### config.mk
export PLATFORM = sky130hd
export DESIGN_NAME = scdpram_pipe_flat
export DESIGN_NICKNAME = d
export VERILOG_FILES = /design/src/rtl/scdpram_pkg.sv /design/src/rtl/scdpram_pipe_if.sv /design/src/rtl/scdpram_lane_merge.sv /design/src/rtl/scdpram_pipe.sv /design/src/flat_wrapper.sv
export SDC_FILE = /design/constraint.sdc
export NUM_CORES = 1
export LEC_CHECK = 0
export ABC_AREA = 0
export BUFFER_PORTS_ARGS = -buffer_cell sky130_fd_sc_hd__buf_4
export CORE_MARGIN = 3
export CORE_UTILIZATION = 61
export DETAILED_ROUTE_END_ITERATION = 6
export GPL_TIMING_DRIVEN = 0
export PLACE_DENSITY_LB_ADDON = 0.08
export SLEW_MARGIN = 25
export SYNTH_ARGS = -nofsm -noshare
export SYNTH_HDL_FRONTEND = slang
export SYNTH_HIERARCHICAL = 1
export SYNTH_SLANG_ARGS = --single-unit
export TNS_END_PERCENT = 100
### constraint.sdc
create_clock -name clk -period 4.1 [get_ports clk]
set_input_delay 0.82 -clock clk [delete_from_list [all_inputs] [get_ports clk]]
set_output_delay 0.82 -clock clk [all_outputs]
set_load 0.01 [all_outputs]
### src/rtl/scdpram_pkg.sv
// scdpram_pkg: shared types and elaboration helpers for the simple-dual-port RAM
package scdpram_pkg;
  typedef enum logic {RDW_NEW, RDW_OLD} rdw_mode_e;
  function automatic int lanes(input int width, input int lane_w);
    return width / lane_w;
  endfunction
endpackage

### src/rtl/scdpram_pipe_if.sv
// scdpram_pipe_if: write/read port bundle of the simple-dual-port RAM
interface scdpram_pipe_if #(
  parameter int WIDTH  = 32,
  parameter int LANE_W = 8,
  parameter int ADDR   = 4
);
  import scdpram_pkg::*;
  localparam int LANES = lanes(WIDTH, LANE_W);
  logic             i_wr_ena;
  logic [ADDR-1:0]  i_wr_addr;
  logic [LANES-1:0] i_wr_lane;
  logic [WIDTH-1:0] i_data;
  logic             i_rd_ena;
  logic [ADDR-1:0]  i_rd_addr;
  logic [WIDTH-1:0] o_data;
  logic             o_rd_valid;
  modport master (
    output i_wr_ena, i_wr_addr, i_wr_lane, i_data, i_rd_ena, i_rd_addr,
    input  o_data, o_rd_valid
  );
  modport slave (
    input  i_wr_ena, i_wr_addr, i_wr_lane, i_data, i_rd_ena, i_rd_addr,
    output o_data, o_rd_valid
  );
endinterface

### src/rtl/scdpram_lane_merge.sv
// scdpram_lane_merge: per-lane select between incoming write data and the stored word
module scdpram_lane_merge
  import scdpram_pkg::*;
#(
  parameter int WIDTH  = 32,
  parameter int LANE_W = 8,
  parameter int LANES  = lanes(WIDTH, LANE_W)
) (
  input  logic [WIDTH-1:0] new_data,
  input  logic [WIDTH-1:0] old_data,
  input  logic [LANES-1:0] lane,
  output logic [WIDTH-1:0] merged
);
  for (genvar g = 0; g < LANES; g++) begin : g_lane
    assign merged[g*LANE_W +: LANE_W] = lane[g] ? new_data[g*LANE_W +: LANE_W] : old_data[g*LANE_W +: LANE_W];
  end
endmodule

### src/rtl/scdpram_pipe.sv
// scdpram_pipe: single-clock simple-dual-port RAM with lane writes, selectable
// read-during-write result and an optional second output register stage
module scdpram_pipe
  import scdpram_pkg::*;
#(
  parameter int        WIDTH    = 32,
  parameter int        LANE_W   = 8,
  parameter int        DEPTH    = 16,
  parameter int        ADDR     = $clog2(DEPTH),
  parameter rdw_mode_e RDW_MODE = RDW_NEW,
  parameter bit        OUT_REG  = 1'b0
) (
  input logic           clk,
  input logic           reset_n,
  scdpram_pipe_if.slave bus
);
  localparam int LANES = lanes(WIDTH, LANE_W);
  localparam logic [ADDR:0] LIMIT = (ADDR+1)'(DEPTH);
  if (WIDTH % LANE_W != 0 || DEPTH < 2) begin : g_bad_cfg
    $error("scdpram_pipe: WIDTH must be a multiple of LANE_W and DEPTH must be at least 2");
  end
  logic [WIDTH-1:0] mem [DEPTH];
  logic             wr_go;
  logic             rd_hit;
  logic [LANES-1:0] byp_lane;
  logic [WIDTH-1:0] stored;
  logic [WIDTH-1:0] rd_next;
  logic [WIDTH-1:0] rd_q;
  logic             rd_v;
  // writes are suppressed while reset is held so the array keeps its contents
  assign wr_go    = bus.i_wr_ena && reset_n && ({1'b0, bus.i_wr_addr} < LIMIT);
  assign rd_hit   = {1'b0, bus.i_rd_addr} < LIMIT;
  assign stored   = rd_hit ? mem[bus.i_rd_addr] : '0;
  assign byp_lane = (RDW_MODE == RDW_NEW && wr_go && bus.i_wr_addr == bus.i_rd_addr) ? bus.i_wr_lane : '0;
  scdpram_lane_merge #(
    .WIDTH  (WIDTH),
    .LANE_W (LANE_W)
  ) u_merge (
    .new_data (bus.i_data),
    .old_data (stored),
    .lane     (byp_lane),
    .merged   (rd_next)
  );
  always_ff @(posedge clk)
    for (int k = 0; k < LANES; k++)
      if (wr_go && bus.i_wr_lane[k]) mem[bus.i_wr_addr][k*LANE_W +: LANE_W] <= bus.i_data[k*LANE_W +: LANE_W];
  always_ff @(posedge clk or negedge reset_n)
    if (!reset_n) begin
      rd_q <= '0;
      rd_v <= 1'b0;
    end else begin
      rd_v <= bus.i_rd_ena;
      if (bus.i_rd_ena) rd_q <= rd_next;
    end
  if (OUT_REG) begin : g_out_reg
    logic [WIDTH-1:0] out_q;
    logic             out_v;
    always_ff @(posedge clk or negedge reset_n)
      if (!reset_n) begin
        out_q <= '0;
        out_v <= 1'b0;
      end else begin
        out_v <= rd_v;
        if (rd_v) out_q <= rd_q;
      end
    assign bus.o_data     = out_q;
    assign bus.o_rd_valid = out_v;
  end else begin : g_direct
    assign bus.o_data     = rd_q;
    assign bus.o_rd_valid = rd_v;
  end
endmodule

### src/flat_wrapper.sv
// flat-port wrapper written by rule: the top's interface ports become plain ports
module scdpram_pipe_flat import scdpram_pkg::*;
#(
  parameter int        WIDTH    = 32,
  parameter int        LANE_W   = 8,
  parameter int        DEPTH    = 16,
  parameter int        ADDR     = $clog2(DEPTH),
  parameter rdw_mode_e RDW_MODE = RDW_NEW,
  parameter bit        OUT_REG  = 1'b0
)
  (clk, reset_n, bus_i_wr_ena, bus_i_wr_addr, bus_i_wr_lane, bus_i_data, bus_i_rd_ena, bus_i_rd_addr, bus_o_data, bus_o_rd_valid);
  scdpram_pipe_if #(.WIDTH(WIDTH), .LANE_W(LANE_W), .ADDR(ADDR)) bus_i ();
  input logic clk;
  input logic reset_n;
  input wire logic [$bits(bus_i.i_wr_ena)-1:0] bus_i_wr_ena;
  input wire logic [$bits(bus_i.i_wr_addr)-1:0] bus_i_wr_addr;
  input wire logic [$bits(bus_i.i_wr_lane)-1:0] bus_i_wr_lane;
  input wire logic [$bits(bus_i.i_data)-1:0] bus_i_data;
  input wire logic [$bits(bus_i.i_rd_ena)-1:0] bus_i_rd_ena;
  input wire logic [$bits(bus_i.i_rd_addr)-1:0] bus_i_rd_addr;
  output wire logic [$bits(bus_i.o_data)-1:0] bus_o_data;
  output wire logic [$bits(bus_i.o_rd_valid)-1:0] bus_o_rd_valid;
  assign bus_i.i_wr_ena = bus_i_wr_ena;
  assign bus_i.i_wr_addr = bus_i_wr_addr;
  assign bus_i.i_wr_lane = bus_i_wr_lane;
  assign bus_i.i_data = bus_i_data;
  assign bus_i.i_rd_ena = bus_i_rd_ena;
  assign bus_i.i_rd_addr = bus_i_rd_addr;
  assign bus_o_data = bus_i.o_data;
  assign bus_o_rd_valid = bus_i.o_rd_valid;
  scdpram_pipe #(.WIDTH(WIDTH), .LANE_W(LANE_W), .DEPTH(DEPTH), .ADDR(ADDR), .RDW_MODE(RDW_MODE), .OUT_REG(OUT_REG)) u_core (.clk(clk), .reset_n(reset_n), .bus(bus_i));
endmodule
======== After elaboration in Yosys (flattened, before gate mapping) ========
Memories as Yosys holds them, arrays and structs flattened. A register that Yosys moved wholly into a read port is not among the register bits.
Index checks and enable logic that the tools add are counted.
word-level totals
  register bits after elaboration ......... 1
  RAM bits ................................ 512
  input port bits ......................... 48
  logic and storage cells ................. 16
  memories ................................ 1
  output and inout bits ................... 33
memories
  memory      depth  bits a word  rd ports  clocked after memory_dff  wr ports  RTL line            source
  u_core.mem  16     32           1         1                         1         scdpram_pipe.sv:22  logic [WIDTH-1:0] mem [DEPTH];
cells by class
  reductions and logical operators ........ 6
  muxes and demuxes ....................... 8
operators by type and width
  cell               number
  $mux 1             8
  $logic_and 1x1->1  5
  $logic_not 1->1    1

======== Logic depth before layout (Yosys ltp) ========
  depth in word-level cells ............... 4
  mapped depth ............................ 9
  mapped depth without buffers ............ 6

======== Cells and area by module ========
Netlist, hierarchy kept.
modules (own cells, without submodules)
  module              area each (um2)  times used  cells an instance  sequential area each (um2)
  scdpram_pipe        21,234.1         1           1,102              16,200.5
  scdpram_lane_merge  525.5            1           36                 0.0

======== Worst setup path before layout ========
OpenSTA, ideal clock, no wires.
  path kind ............................... input port to flip-flop
  start ................................... input port bus_i_rd_addr[1]
  end ..................................... register u_core.rd_q[10] (netlist: u_core/bus.o_data[10]), read port of u_core.mem
  cell stages on the path ................. 8
  setup slack ............................. 1.550 ns
  data arrival time ....................... 2.422 ns
  required time ........................... 3.972 ns
  buffers on the path ..................... 3
  setup time .............................. 0.128 ns
  cell sequence ........................... buf_6 buf_6 xor2_1 nor4_2 and2_1 buf_6 mux2_4 mux2_1
RTL lines
  item         RTL line            source
  from (decl)  flat_wrapper.sv:20  input wire logic [$bits(bus_i.i_rd_addr)-1:0] bus_i_rd_addr;
  to (decl)    scdpram_pipe.sv:28  logic [WIDTH-1:0] rd_q;

==> impl_metrics.csv <==
group,metric,value,unit
synthesis,synthFlopType,"edfxtp_1",
routing,drc_errors,0,
routing,vias_per_cell,6.40,
status,status,"complete, no violations",
final_layout,multi_input_area,5150,um2
synthesis,yosysUniqueCellTypes,26,
routing,totalWireLength,50700,um
synthesis,synth-seq-area-share,74.5,%
clock_network,postCtsResizedCells,0,
synthesis,netlist_area,21800,um2
synthesis,synth-compound-area-share,3.31,%
sta,hold_viol,0,
clock_network,path_clk_slew,0.06,ns
final_layout,drive_gt1_share,22.8,%
global_routing,grt_pass1_wl,73700,um
clock_network,tritoncts,"done",
clock_network,post_cts_buffers,0,
clock_network,htree_levels,2,
die,start_util,62.4,%
final_layout,nFillCells,2247,
sta,post-route-period-util,69.4,%
synthesis,synth_nets,1186,
sta,clock_skew,0.00969,ns
run,cap_violations,0,
synthesis,synth-xor-area-share,0.161,%
final_layout,nNetsFinal,1315,
sta,finalCriticalPeriod,2.84,ns
synthesis,synth_top_area_cell,"edfxtp_1",
clock_network,postCtsHoldBufs,0,
setup_path,crit_path_end_kind,"flip-flop",
routing,first_pass_iters,6,
placed_design,portBuffers,74,
routing,wl_per_cell,28.7,um
die,die_x,195,um
synthesis,synth_edf_count,512,
sta,final.setup.worst_slack,1.26,ns
synthesis,postSynthAreaPerCell,19.1,um2
clock_network,cts_buffers,53,
setup_path,crit_required,4.55,ns
die,ios,81,
synthesis,synthCells,1138,
synthesis,synth-adder-area-share,0,%
routing,ant_nets,0,
routing,vias,11300,
synthesis,synth_top_family_by_area,"multiplexers",
die,fp.coreArea,34900,um2
final_layout,syn_to_final_growth,13.2,%
sta,final_max_slew_viol_count,0,
clock_network,clk_latency,0.58,ns
die,fp.dieH,195,um
synthesis,synthTopCellsByArea,"edfxtp_1 (71%), mux2i_1 (5.9%), mux4_2 (4.8%), dfrtp_1 (3.8%), a22oi_1 (3.3%)",
setup_path,critPathMaxFanout,10,
synthesis,yosysTopAreaCellShare,70.7,%
synthesis,ys_ff_latch,545,
power,power-per-cell-area,477,nW/um2
synthesis,ys_warn_count,6,
synthesis,synth_most_common_cell,"edfxtp_1",
placed_design,place_ws,0.669,ns
clock_network,cts-root-buf,"clkbuf_16",
sta,max_slew_margin,23.6,%
power,peakVddDrop,0.525,mV
synthesis,synth-simple-area-share,3.38,%
sta,setup_violations,0,
sta,fmax,352,MHz
sta,fin_setup_tns,0,ns
setup_path,path_class,"primary input to flip-flop",
clock_network,clock_sinks,545,
placed_design,gp_congestion,0.861,
global_routing,grt_max_degree,39,
power,p_leak,8.53,nW
placed_design,dpl.hpwl,31300,um
global_routing,grt_pass1_vias,11300,
global_routing,antenna_found_initial,0,
sta,rsz0062_at_grt,"no",
die,rows,68,
sta,tightest_slew,1.14,ns
clock_network,clock_path_buffers,3,
global_routing,track_usage,26.7,%
synthesis,synthTopCellsByCount,"edfxtp_1 (512), mux2i_1 (128), a22oi_1 (96)",
setup_path,crit_path_start_kind,"primary input",
synthesis,muxShareOfSynthArea,16.7,%
min_path,hold_path.class,"primary input to asynchronous set/reset pin",
die,fp.dieArea,38000,um2
final_layout,diodes,0,
synthesis,ys_async_sr_fraction,6.06,%
final_layout,ff_latch_area,16200,um2
routing,drtIter0Drc,1045,
global_routing,gr-total-overflow,0,
setup_path,critPathArrivalTime,3.30,ns
[stage by stage]
| step | hold slack (ns) | std cells | power (W) | cell area, um2 | util, % |
|---|---|---|---|---|---|
| 3_3_place_gp | 0.468 | 1667 | 0.00707 | 22900 | 65.6 |
| 3_5_place_dp | 0.477 | 1667 | 0.00709 | 22900 | 65.7 |
| 5_1_grt | 0.298 | 1764 | 0.0121 | 24600 | 70.6 |
| 4_1_cts | 0.282 | 1764 | 0.0118 | 24600 | 70.6 |
| 6_report | 0.281 | 1764 | 0.0117 | 24600 | 70.6 |
| 2_1_floorplan | 0.524 | 1138 | 0.00674 | 21800 | - |
[area by class of cell]
cell class / count / share of cell area (%)
Multi-Input combinational cell: 524 / 20.9
Timing Repair Buffer: 74 / 2.26
Buffer: 69 / 1.78
Clock inverter: 36 / 1.40
Tap cell: 455 / 2.31
Sequential cell: 545 / 65.8
Clock buffer: 61 / 5.55
[kinds of logic after synthesis]
group,Yosys count
flip-flops,545
multiplexers,256
buffers and inverters,69
AND/OR/NAND/NOR,168
XOR/XNOR,4
AO/OA/AOI/OAI,96
[per-layer routing]
| metal | routed length, um | vias to the layer above | global-route usage, % |
|---|---|---|---|
| met5 | 0 | - | 0 |
| met4 | 1790 | 0 | 10.2 |
| met3 | 3790 | 111 | 5.03 |
| met2 | 24400 | 495 | 42.5 |
| met1 | 20600 | 5862 | 37.6 |
| li1 | - | 4830 | - |
[power by group]
part	internal, W	switching (W)
Combinational	0.000334	0.000441
Sequential	0.00617	0.0000319
Clock	0.00281	0.00196
Total	0.00932	0.00243
[state kept, by name, summed over array words and instances, names as in the netlist]
signal and cells:
u_core/mem 512, u_core/bus.o_data 32, u_core/bus.o_rd_valid 1
[worst max-delay path: stages]
cell	delay (ns)
buf_4	0.14
and2b_1	0.18
clkbuf_1	0.24
clkbuf_1	0.81
a22oi_1	0.27
nand3_1	0.21
nand2_1	0.09
mux2_4	0.28
mux2_2	0.26
[path summary, 6_finish.rpt]
kind	from	to	slack [ns]	cells past startpoint
worst max-delay path	bus_i_rd_addr[1]	u_core/bus.o_data[21]	1.26	9
worst min-delay path	reset_n	u_core/bus.o_data[6]	0.28	1
worst max register to register	u_core/mem[6][8]	u_core/bus.o_data[8]	2.14	5
worst min register to register	u_core/bus.o_data[15]	u_core/bus.o_data[15]	0.49	1
max in group asynchronous	reset_n	u_core/bus.o_data[20]	3.36	1
min in group clk	bus_i_rd_ena	u_core/bus.o_rd_valid	0.36	1
[placed cells by master, fill, tap and decap left out]
| master | n |
|---|---|
| and2b_1 | 1 |
| nor2b_1 | 7 |
| buf_12 | 1 |
| nand4_1 | 1 |
| a22oi_1 | 96 |
| nand3_1 | 43 |
| clkinvlp_4 | 3 |
| mux2_1 | 22 |
| mux4_2 | 46 |
| dfrtp_1 | 33 |
| buf_4 | 84 |
| buf_6 | 13 |
| mux4_1 | 18 |
| clkbuf_16 | 53 |
| mux2_2 | 10 |
| and2_1 | 5 |
| xor2_1 | 3 |
| clkinv_1 | 15 |
| clkbuf_2 | 1 |
| clkbuf_1 | 30 |
| buf_2 | 21 |
| bufinv_16 | 7 |
| mux2_4 | 32 |
| nor4_2 | 1 |
| clkbuf_8 | 1 |
| clkinv_2 | 11 |
| nor2_2 | 14 |
| xnor2_1 | 1 |
| mux2i_1 | 128 |
| edfxtp_1 | 512 |
| nand2_1 | 41 |
| nor2_1 | 55 |
(Power assumes the default switching activity.)
